[src/rtl/mac_host_driver.sv]
// mac_host_driver: loads weight/data matrices, streams them to the MAC array, collects N*N results.
// Latency: first weight beat is visible 2 cycles after start_i is accepted; all mac_* outputs are registered.
// Backpressure: none toward the array (one beat per enabled cycle); ena low freezes the FSM, counters and capture.
//
// Ports:
//   clk, rst (synchronous, active-high), ena (global enable)
//   cfg_wr_i, cfg_sel_i, cfg_addr_i, cfg_data_i : weight (sel=0) / data (sel=1) buffer write, ignored while busy
//   start_i, busy_o, done_o, err_o              : transfer launch and status
//   rd_addr_i, rd_data_o                        : combinational result buffer read
//   mac_data_v_o, mac_data_mode_o, mac_data_rst_addr_o, mac_data_o : beat stream toward the array
//   mac_result_v_i, mac_result_i                : result beats returned by the array
module mac_host_driver #(
  parameter int W       = 8,
  parameter int N       = 2,
  parameter int GAP     = 0,
  parameter int TIMEOUT = 64,
  localparam int NN     = N * N,
  localparam int AW     = (NN > 1) ? $clog2(NN) : 1
) (
  input  logic          clk,
  input  logic          rst,
  input  logic          ena,
  input  logic          cfg_wr_i,
  input  logic          cfg_sel_i,
  input  logic [AW-1:0] cfg_addr_i,
  input  logic [W-1:0]  cfg_data_i,
  input  logic          start_i,
  output logic          busy_o,
  output logic          done_o,
  output logic          err_o,
  input  logic [AW-1:0] rd_addr_i,
  output logic [W-1:0]  rd_data_o,
  output logic          mac_data_v_o,
  output logic          mac_data_mode_o,
  output logic          mac_data_rst_addr_o,
  output logic [W-1:0]  mac_data_o,
  input  logic          mac_result_v_i,
  input  logic [W-1:0]  mac_result_i
);

  localparam int CW = (N > 1) ? $clog2(N) : 1;
  localparam int TW = $clog2(TIMEOUT + 1);

  localparam logic [AW-1:0] LAST_IDX = AW'(NN - 1);
  localparam logic [CW-1:0] LAST_COL = CW'(N - 1);
  localparam logic [AW:0]   CNT_FULL = (AW + 1)'(NN);
  localparam logic [AW:0]   CNT_LAST = (AW + 1)'(NN - 1);
  localparam logic [TW-1:0] TMO_LAST = TW'(TIMEOUT - 1);
  localparam logic [3:0]    GAP_LD   = 4'(GAP);

  typedef enum logic [2:0] {
    IDLE   = 3'd0,
    SEND_W = 3'd1,
    SEND_D = 3'd2,
    WAIT_R = 3'd3,
    DONE   = 3'd4
  } state_t;

  state_t         state_q, state_d;
  logic [AW-1:0]  idx_q, idx_d;          // beat index within the current burst
  logic [CW-1:0]  col_q, col_d;          // column within the current data row
  logic [3:0]     gap_q, gap_d;          // idle cycles still owed after a data row
  logic [TW-1:0]  timer_q, timer_d;      // enabled cycles spent in WAIT_R
  logic [AW:0]    res_cnt_q, res_cnt_d;  // results captured so far (0..NN)
  logic           err_q, err_d;

  logic           v_q, v_d;
  logic           mode_q, mode_d;
  logic           rst_addr_q, rst_addr_d;
  logic [W-1:0]   dat_q, dat_d;

  logic [W-1:0]   wbuf_q [NN];
  logic [W-1:0]   wbuf_d [NN];
  logic [W-1:0]   dbuf_q [NN];
  logic [W-1:0]   dbuf_d [NN];
  logic [W-1:0]   rbuf_q [NN];
  logic [W-1:0]   rbuf_d [NN];

  logic           in_xfer;
  logic           cap;
  logic           all_done;
  logic           tmo;
  logic           beat_slot;

  assign in_xfer   = (state_q == SEND_W) || (state_q == SEND_D) || (state_q == WAIT_R);
  assign cap       = ena && in_xfer && mac_result_v_i;
  // Completion counts a result landing this very cycle, so the FSM can leave on the next edge.
  assign all_done  = (res_cnt_q == CNT_FULL) || (cap && (res_cnt_q == CNT_LAST));
  assign tmo       = (timer_q == TMO_LAST);
  assign beat_slot = (gap_q == 4'd0);

  // State and counter registers.
  always_ff @(posedge clk) begin
    if (rst) begin
      state_q    <= IDLE;
      idx_q      <= '0;
      col_q      <= '0;
      gap_q      <= '0;
      timer_q    <= '0;
      res_cnt_q  <= '0;
      err_q      <= 1'b0;
      v_q        <= 1'b0;
      mode_q     <= 1'b0;
      rst_addr_q <= 1'b0;
      dat_q      <= '0;
    end else begin
      state_q    <= state_d;
      idx_q      <= idx_d;
      col_q      <= col_d;
      gap_q      <= gap_d;
      timer_q    <= timer_d;
      res_cnt_q  <= res_cnt_d;
      err_q      <= err_d;
      v_q        <= v_d;
      mode_q     <= mode_d;
      rst_addr_q <= rst_addr_d;
      dat_q      <= dat_d;
    end
  end

  // Buffer storage carries no reset; contents survive rst.
  always_ff @(posedge clk) begin
    wbuf_q <= wbuf_d;
    dbuf_q <= dbuf_d;
    rbuf_q <= rbuf_d;
  end

  // Next-state logic.
  always_comb begin
    state_d = state_q;
    if (ena) begin
      case (state_q)
        IDLE:    if (start_i) state_d = SEND_W;
        SEND_W:  if (idx_q == LAST_IDX) state_d = SEND_D;
        SEND_D:  if (beat_slot && (idx_q == LAST_IDX)) state_d = all_done ? DONE : WAIT_R;
        WAIT_R:  if (all_done || tmo) state_d = DONE;
        DONE:    state_d = IDLE;
        default: state_d = IDLE;
      endcase
    end
  end

  // Datapath, beat generation and result capture.
  always_comb begin
    idx_d      = idx_q;
    col_d      = col_q;
    gap_d      = gap_q;
    res_cnt_d  = res_cnt_q;
    err_d      = err_q;
    v_d        = 1'b0;
    mode_d     = mode_q;
    rst_addr_d = 1'b0;
    dat_d      = dat_q;
    wbuf_d     = wbuf_q;
    dbuf_d     = dbuf_q;
    rbuf_d     = rbuf_q;

    // The timer only runs inside WAIT_R, so it always starts from zero on entry.
    if (state_q != WAIT_R) begin
      timer_d = '0;
    end else if (ena) begin
      timer_d = timer_q + 1'b1;
    end else begin
      timer_d = timer_q;
    end

    // Buffers are frozen during a transfer; an IDLE write beside start_i still lands
    // and is picked up because SEND_W reads the buffer a cycle later.
    if (cfg_wr_i && !in_xfer) begin
      if (cfg_sel_i) begin
        dbuf_d[cfg_addr_i] = cfg_data_i;
      end else begin
        wbuf_d[cfg_addr_i] = cfg_data_i;
      end
    end

    if (ena) begin
      case (state_q)
        IDLE: begin
          if (start_i) begin
            idx_d     = '0;
            col_d     = '0;
            gap_d     = '0;
            res_cnt_d = '0;
            err_d     = 1'b0;
          end
        end
        SEND_W: begin
          v_d        = 1'b1;
          mode_d     = 1'b1;
          rst_addr_d = (idx_q == '0);
          dat_d      = wbuf_q[idx_q];
          idx_d      = (idx_q == LAST_IDX) ? '0 : idx_q + 1'b1;
        end
        SEND_D: begin
          if (!beat_slot) begin
            gap_d = gap_q - 4'd1;
          end else begin
            v_d        = 1'b1;
            mode_d     = 1'b0;
            rst_addr_d = (idx_q == '0);
            dat_d      = dbuf_q[idx_q];
            idx_d      = (idx_q == LAST_IDX) ? '0 : idx_q + 1'b1;
            if (col_q == LAST_COL) begin
              col_d = '0;
              // No gap after the final row.
              if (idx_q != LAST_IDX) gap_d = GAP_LD;
            end else begin
              col_d = col_q + 1'b1;
            end
          end
        end
        WAIT_R: begin
          if (tmo && !all_done) err_d = 1'b1;
        end
        default: begin
        end
      endcase
    end

    if (cap) begin
      if (res_cnt_q < CNT_FULL) begin
        rbuf_d[res_cnt_q[AW-1:0]] = mac_result_i;
        res_cnt_d                 = res_cnt_q + 1'b1;
      end else begin
        // Surplus beat: dropped, flagged.
        err_d = 1'b1;
      end
    end
  end

  // Outputs.
  always_comb begin
    busy_o              = in_xfer;
    done_o              = (state_q == DONE);
    err_o               = err_q;
    rd_data_o           = rbuf_q[rd_addr_i];
    mac_data_v_o        = v_q;
    mac_data_mode_o     = mode_q;
    mac_data_rst_addr_o = rst_addr_q;
    mac_data_o          = dat_q;
  end

endmodule
[config.mk]
export PLATFORM = sky130hd
export DESIGN_NAME = mac_host_driver
export DESIGN_NICKNAME = d
export VERILOG_FILES = /design/src/rtl/mac_host_driver.sv
export SDC_FILE = /design/constraint.sdc
export NUM_CORES = 1
export LEC_CHECK = 0
export CORE_AREA = 2 2 100 102
export DETAILED_ROUTE_END_ITERATION = 10
export DIE_AREA = 0 0 102 104
export PLACE_DENSITY = 0.78
export SETUP_SLACK_MARGIN = 0.2
export SYNTH_ARGS = -nofsm -noshare
export SYNTH_HDL_FRONTEND = slang
export SYNTH_SLANG_ARGS = --single-unit
[constraint.sdc]
create_clock -name clk -period 3.3 [get_ports clk]
set_input_delay 0.99 -clock clk [delete_from_list [all_inputs] [get_ports clk]]
set_output_delay 0.99 -clock clk [all_outputs]
set_load 0.02 [all_outputs]
# After elaboration in Yosys (flattened, before gate mapping)
# Index checks and enable logic that the tools add are counted.
# classes
n_addsub,5
magnitude_cmp,7
eq_ne,17
muxes,54
n_bitwise,6
reduce_logical,30
# ops
op,count
$bwmux 32,3
$mux 8,9
$bmux 8 s2,3
$demux 8 s2,2
$mux 3,10
$mux 4,4
$pmux 8 s2,1
$ge 3x3->1 const B,4
$not 2->3,4
$pmux 3 s4,1
$mux 1,11
$pmux 1 s2,5
$reduce_and 5->1,2
$eq 3x2->1 const B,3
$logic_and 1x1->1,8
$pmux 4 s2,1
$reduce_and 4->1,2
$add 7x1->7 const B,1
$eq 7x6->1 const B,1
$eq 3x3->1 const B,2
$lt 3x1->1 const B,2
$mux 2,3
$ne 2x1->1 const B,3
$ne 2x2->1 const B,3
21 further kinds,31
# word_totals
register_bits,128
out_inout_bits,22

# Longest topological paths before layout
# depth
depth_word,14
depth_mapped,9
depth_no_buf,7

# Least setup slack after synthesis
# No wires, ideal clock.
# synth_path
path_type,in2out
startpoint,input rd_addr_i[0]
endpoint,output rd_data_o[0]
arrival_ns,2.045
required_time_ns,2.310
slack_ns,0.265
cell_stages,2
n_path_buf,1
cell_sequence,clkbuf_1 mux4_2
# synth_between
elab_chain_cells,4
# synth_rtl
item,line,text
start: declaration,31,"input logic [AW-1:0] rd_addr_i,"
$not 2->3 (implied by the code),237,rd_data_o = rbuf_q[rd_addr_i];
$bmux 8 s2,237,
$mux 8 (implied by the code) (2 in a row),237,
end: declaration,32,"output logic [W-1:0] rd_data_o,"
# No other way between the ends. The select of a mux whose other input is x is not followed.

# Worst setup path in the final report
# layout_path
startpoint,input rd_addr_i[0]
endpoint,output rd_data_o[6]
# The elaborated chain is that of the path after synthesis.

==> reports/results.ini <==
[clock_network]
clkSinkCount=128
root_buffer=clkbuf_8
cts_made_buffers=17
clock_path_buffers=2
cts_tree=done
htree_levels=4
cts.reportedPaths.clkPinSlew_ps=60
clk-insertion-delay-late_ps=530
hold_buffers=0

[layout]
area_delta_synth_final_pct=23.7
final_util_pct=68.2
nets=456
multi_input_area_um2=1620
diodes=0
stdcell_count=566
drive_gt1_share_pct=21.7
num-fill-cells=655
final-seq-area_um2=3520

[floorplanning]
die-area_um2=10600
die_y_um=104
start_util_pct=55.1
core_um2=9550
ioPinCount=49
num_rows=36
chipWidth_um=102

[timing]
fmax_mhz=328
maxSlewHeadroom_pct=50.1
worst_pin_slew_ps=739
period_minus_slack_ps=3050
finalSetupViolCount=0
final.setup.tns_ps=0
finalHoldViolations=0
finalMaxSlewViolations=0
finClkSkew_ps=7.81
rsz0062_at_grt=no
period_share_pct=92.4
setup_ws_ps=250

[worst_setup_path]
path_class=in -> out
end_kind=output port
worstPathArrival_ps=2060
cp_max_fo=8
startpoint_type=primary input
worstPathRequired_ps=2310

[grt]
grt_use_total_pct=21.7
antenna_found_initial=0
grt_pass1_vias=3311
grt_max_degree=20
grt_overflow=0
grt_pass1_wl_mm=16.8

[placement]
pre_cts_slack_ps=-418
hpwl_mm=7.06
place.gp.congestion=0.832
portBuffers=48
place_inst=534

[worst_hold_path]
hold_class=reg -> reg

[yosys]
async_flop_share_pct=0
synth_cells=345
ys_seq_elements=128
syn-num-nets=381
yosys_most_used_dff=edfxtp_1
synth_warnings=0
netlist-cell-type-count=55
yosysSeqAreaShare_pct=67.0
syn-cell-area_um2=5260
avgSynthCellArea_um2=15.3
synth_edf_count=96

[route]
drcViolationCount=0
first_iter_violations=111
antenna_left=0
wire_per_inst_um=18.9
vias_per_cell=5.70
vias=3225
wirelength_mm=10.7
first_pass_iters=5

[pwr]
p_per_area_nw_per_um2=573
p_leak_nw=2.15
peakVddDrop_v=0.000431

[flow_run]
maxCapViolations=0

[run_status]
status=complete, no violations

-- area by class of cell --
type	count	area share, %
inverter	7	0.404
sequential	128	54.1
clock buffer	25	7.13
tap	133	2.56
timing repair buffer	72	9.98
clock inverter	7	0.980
multi-input combinational	194	24.8
-- what timing repair did --
item | 4_1_cts | 5_1_grt
pin swaps | 0 | 0
gates resized for setup | 34 | 1
endpoints found under the setup margin | 8 | 4
setup buffers | 0 | 0
-- power by group --
| group | internal (mW) | switching, mW | total (mW) |
|---|---|---|---|
| registers | 1.77 | 0.0162 | 1.78 |
| clock network | 1.03 | 0.636 | 1.67 |
| logic | 0.127 | 0.153 | 0.280 |
| total | 2.93 | 0.805 | 3.73 |
-- metrics by stage --
step / hold WS (ps) / instance area, µm² / power [mW]
3_3_place_gp: 459 / 6020 / 2.09
5_1_grt: 500 / 6510 / 3.85
6_report: 478 / 6510 / 3.73
4_1_cts: 478 / 6510 / 3.75
2_1_floorplan: 445 / 5260 / 1.97
3_5_place_dp: 469 / 6020 / 2.10
-- worst paths after layout --
check / start / endpoint / slack [ps] / depth (start not counted)
setup reg to reg: state_q[1] / wbuf_q[25] / 1220 / 5
hold / removal: gap_q[0] / gap_q[0] / 480 / 2
setup / recovery: rd_addr_i[0] / rd_data_o[6] / 250 / 4
hold reg to reg: gap_q[0] / gap_q[0] / 480 / 2
-- sequential cells by signal, summed over array words and instances, names as in the netlist --
register,flops
dbuf_q,32
state_q,3
rbuf_q,32
idx_q,2
mac_data_rst_addr_o,1
mac_data_mode_o,1
wbuf_q,32
col_q,1
err_o,1
mac_data_o,8
gap_q,4
mac_data_v_o,1
timer_q,7
res_cnt_q,3
-- worst max-delay path, cell delays in order --
cell and delay, ps:
dlygate4sd2_1 240, buf_12 150, mux4_2 500, buf_4 180
-- metal layers --
layer,share of wire [%],wire (µm),vias to the layer above,global-route usage (%)
met5,0,0,-,0
met4,1.0,109,0,6.76
met3,6.1,650,11,7.46
met2,53,5670,110,36.5
met1,40,4290,1623,26.2
li1,-,-,1481,-
-- cells in the mapped netlist, types with 7 or more instances --
| cell type | n | share of area, % |
|---|---|---|
| edfxtp_1 | 96 | 55 |
| a311oi_1 | 8 | 1.3 |
| a21oi_1 | 15 | 1.4 |
| mux4_2 | 24 | 10 |
| inv_1 | 7 | 0.50 |
| o21ai_0 | 7 | 0.67 |
| nor2_1 | 30 | 2.1 |
| ha_1 | 9 | 2.1 |
| dfxtp_1 | 32 | 12 |
| nand2_1 | 26 | 1.9 |
| nand2b_1 | 7 | 0.83 |
| nor3_1 | 7 | 0.67 |
-- kinds of logic (layout without fill, tap and decap cells) --
logic type | Yosys count | after routing | synth area share, %
AOI/OAI and AO/OA | 42 | 42 | 5.49
xor gates and xnor gates | 5 | 5 | 0.832
adders and majority gates | 9 | 9 | 2.14
buffers and inverters | 23 | 111 | 2.35
DFF | 128 | 128 | 67.0
muxes | 26 | 26 | 10.7
and+or+nand+nor | 112 | 112 | 11.6
-- cells in the final DEF, fill, tap and decap left out, types with 6 or more instances in the layout --
cell type         n
nor3_1            7
edfxtp_1         96
dfxtp_1          32
clkdlybuf4s50_1  38
buf_4            23
a311oi_1          8
inv_1             7
mux4_2           24
nand2_1          26
o21ai_0           7
clkbuf_16        16
ha_1              9
buf_2             7
nand2b_1          7
a21oi_1          15
nor2_1           30
clkbuf_1          6
No activity file was read; power rests on OpenSTA's default activity.
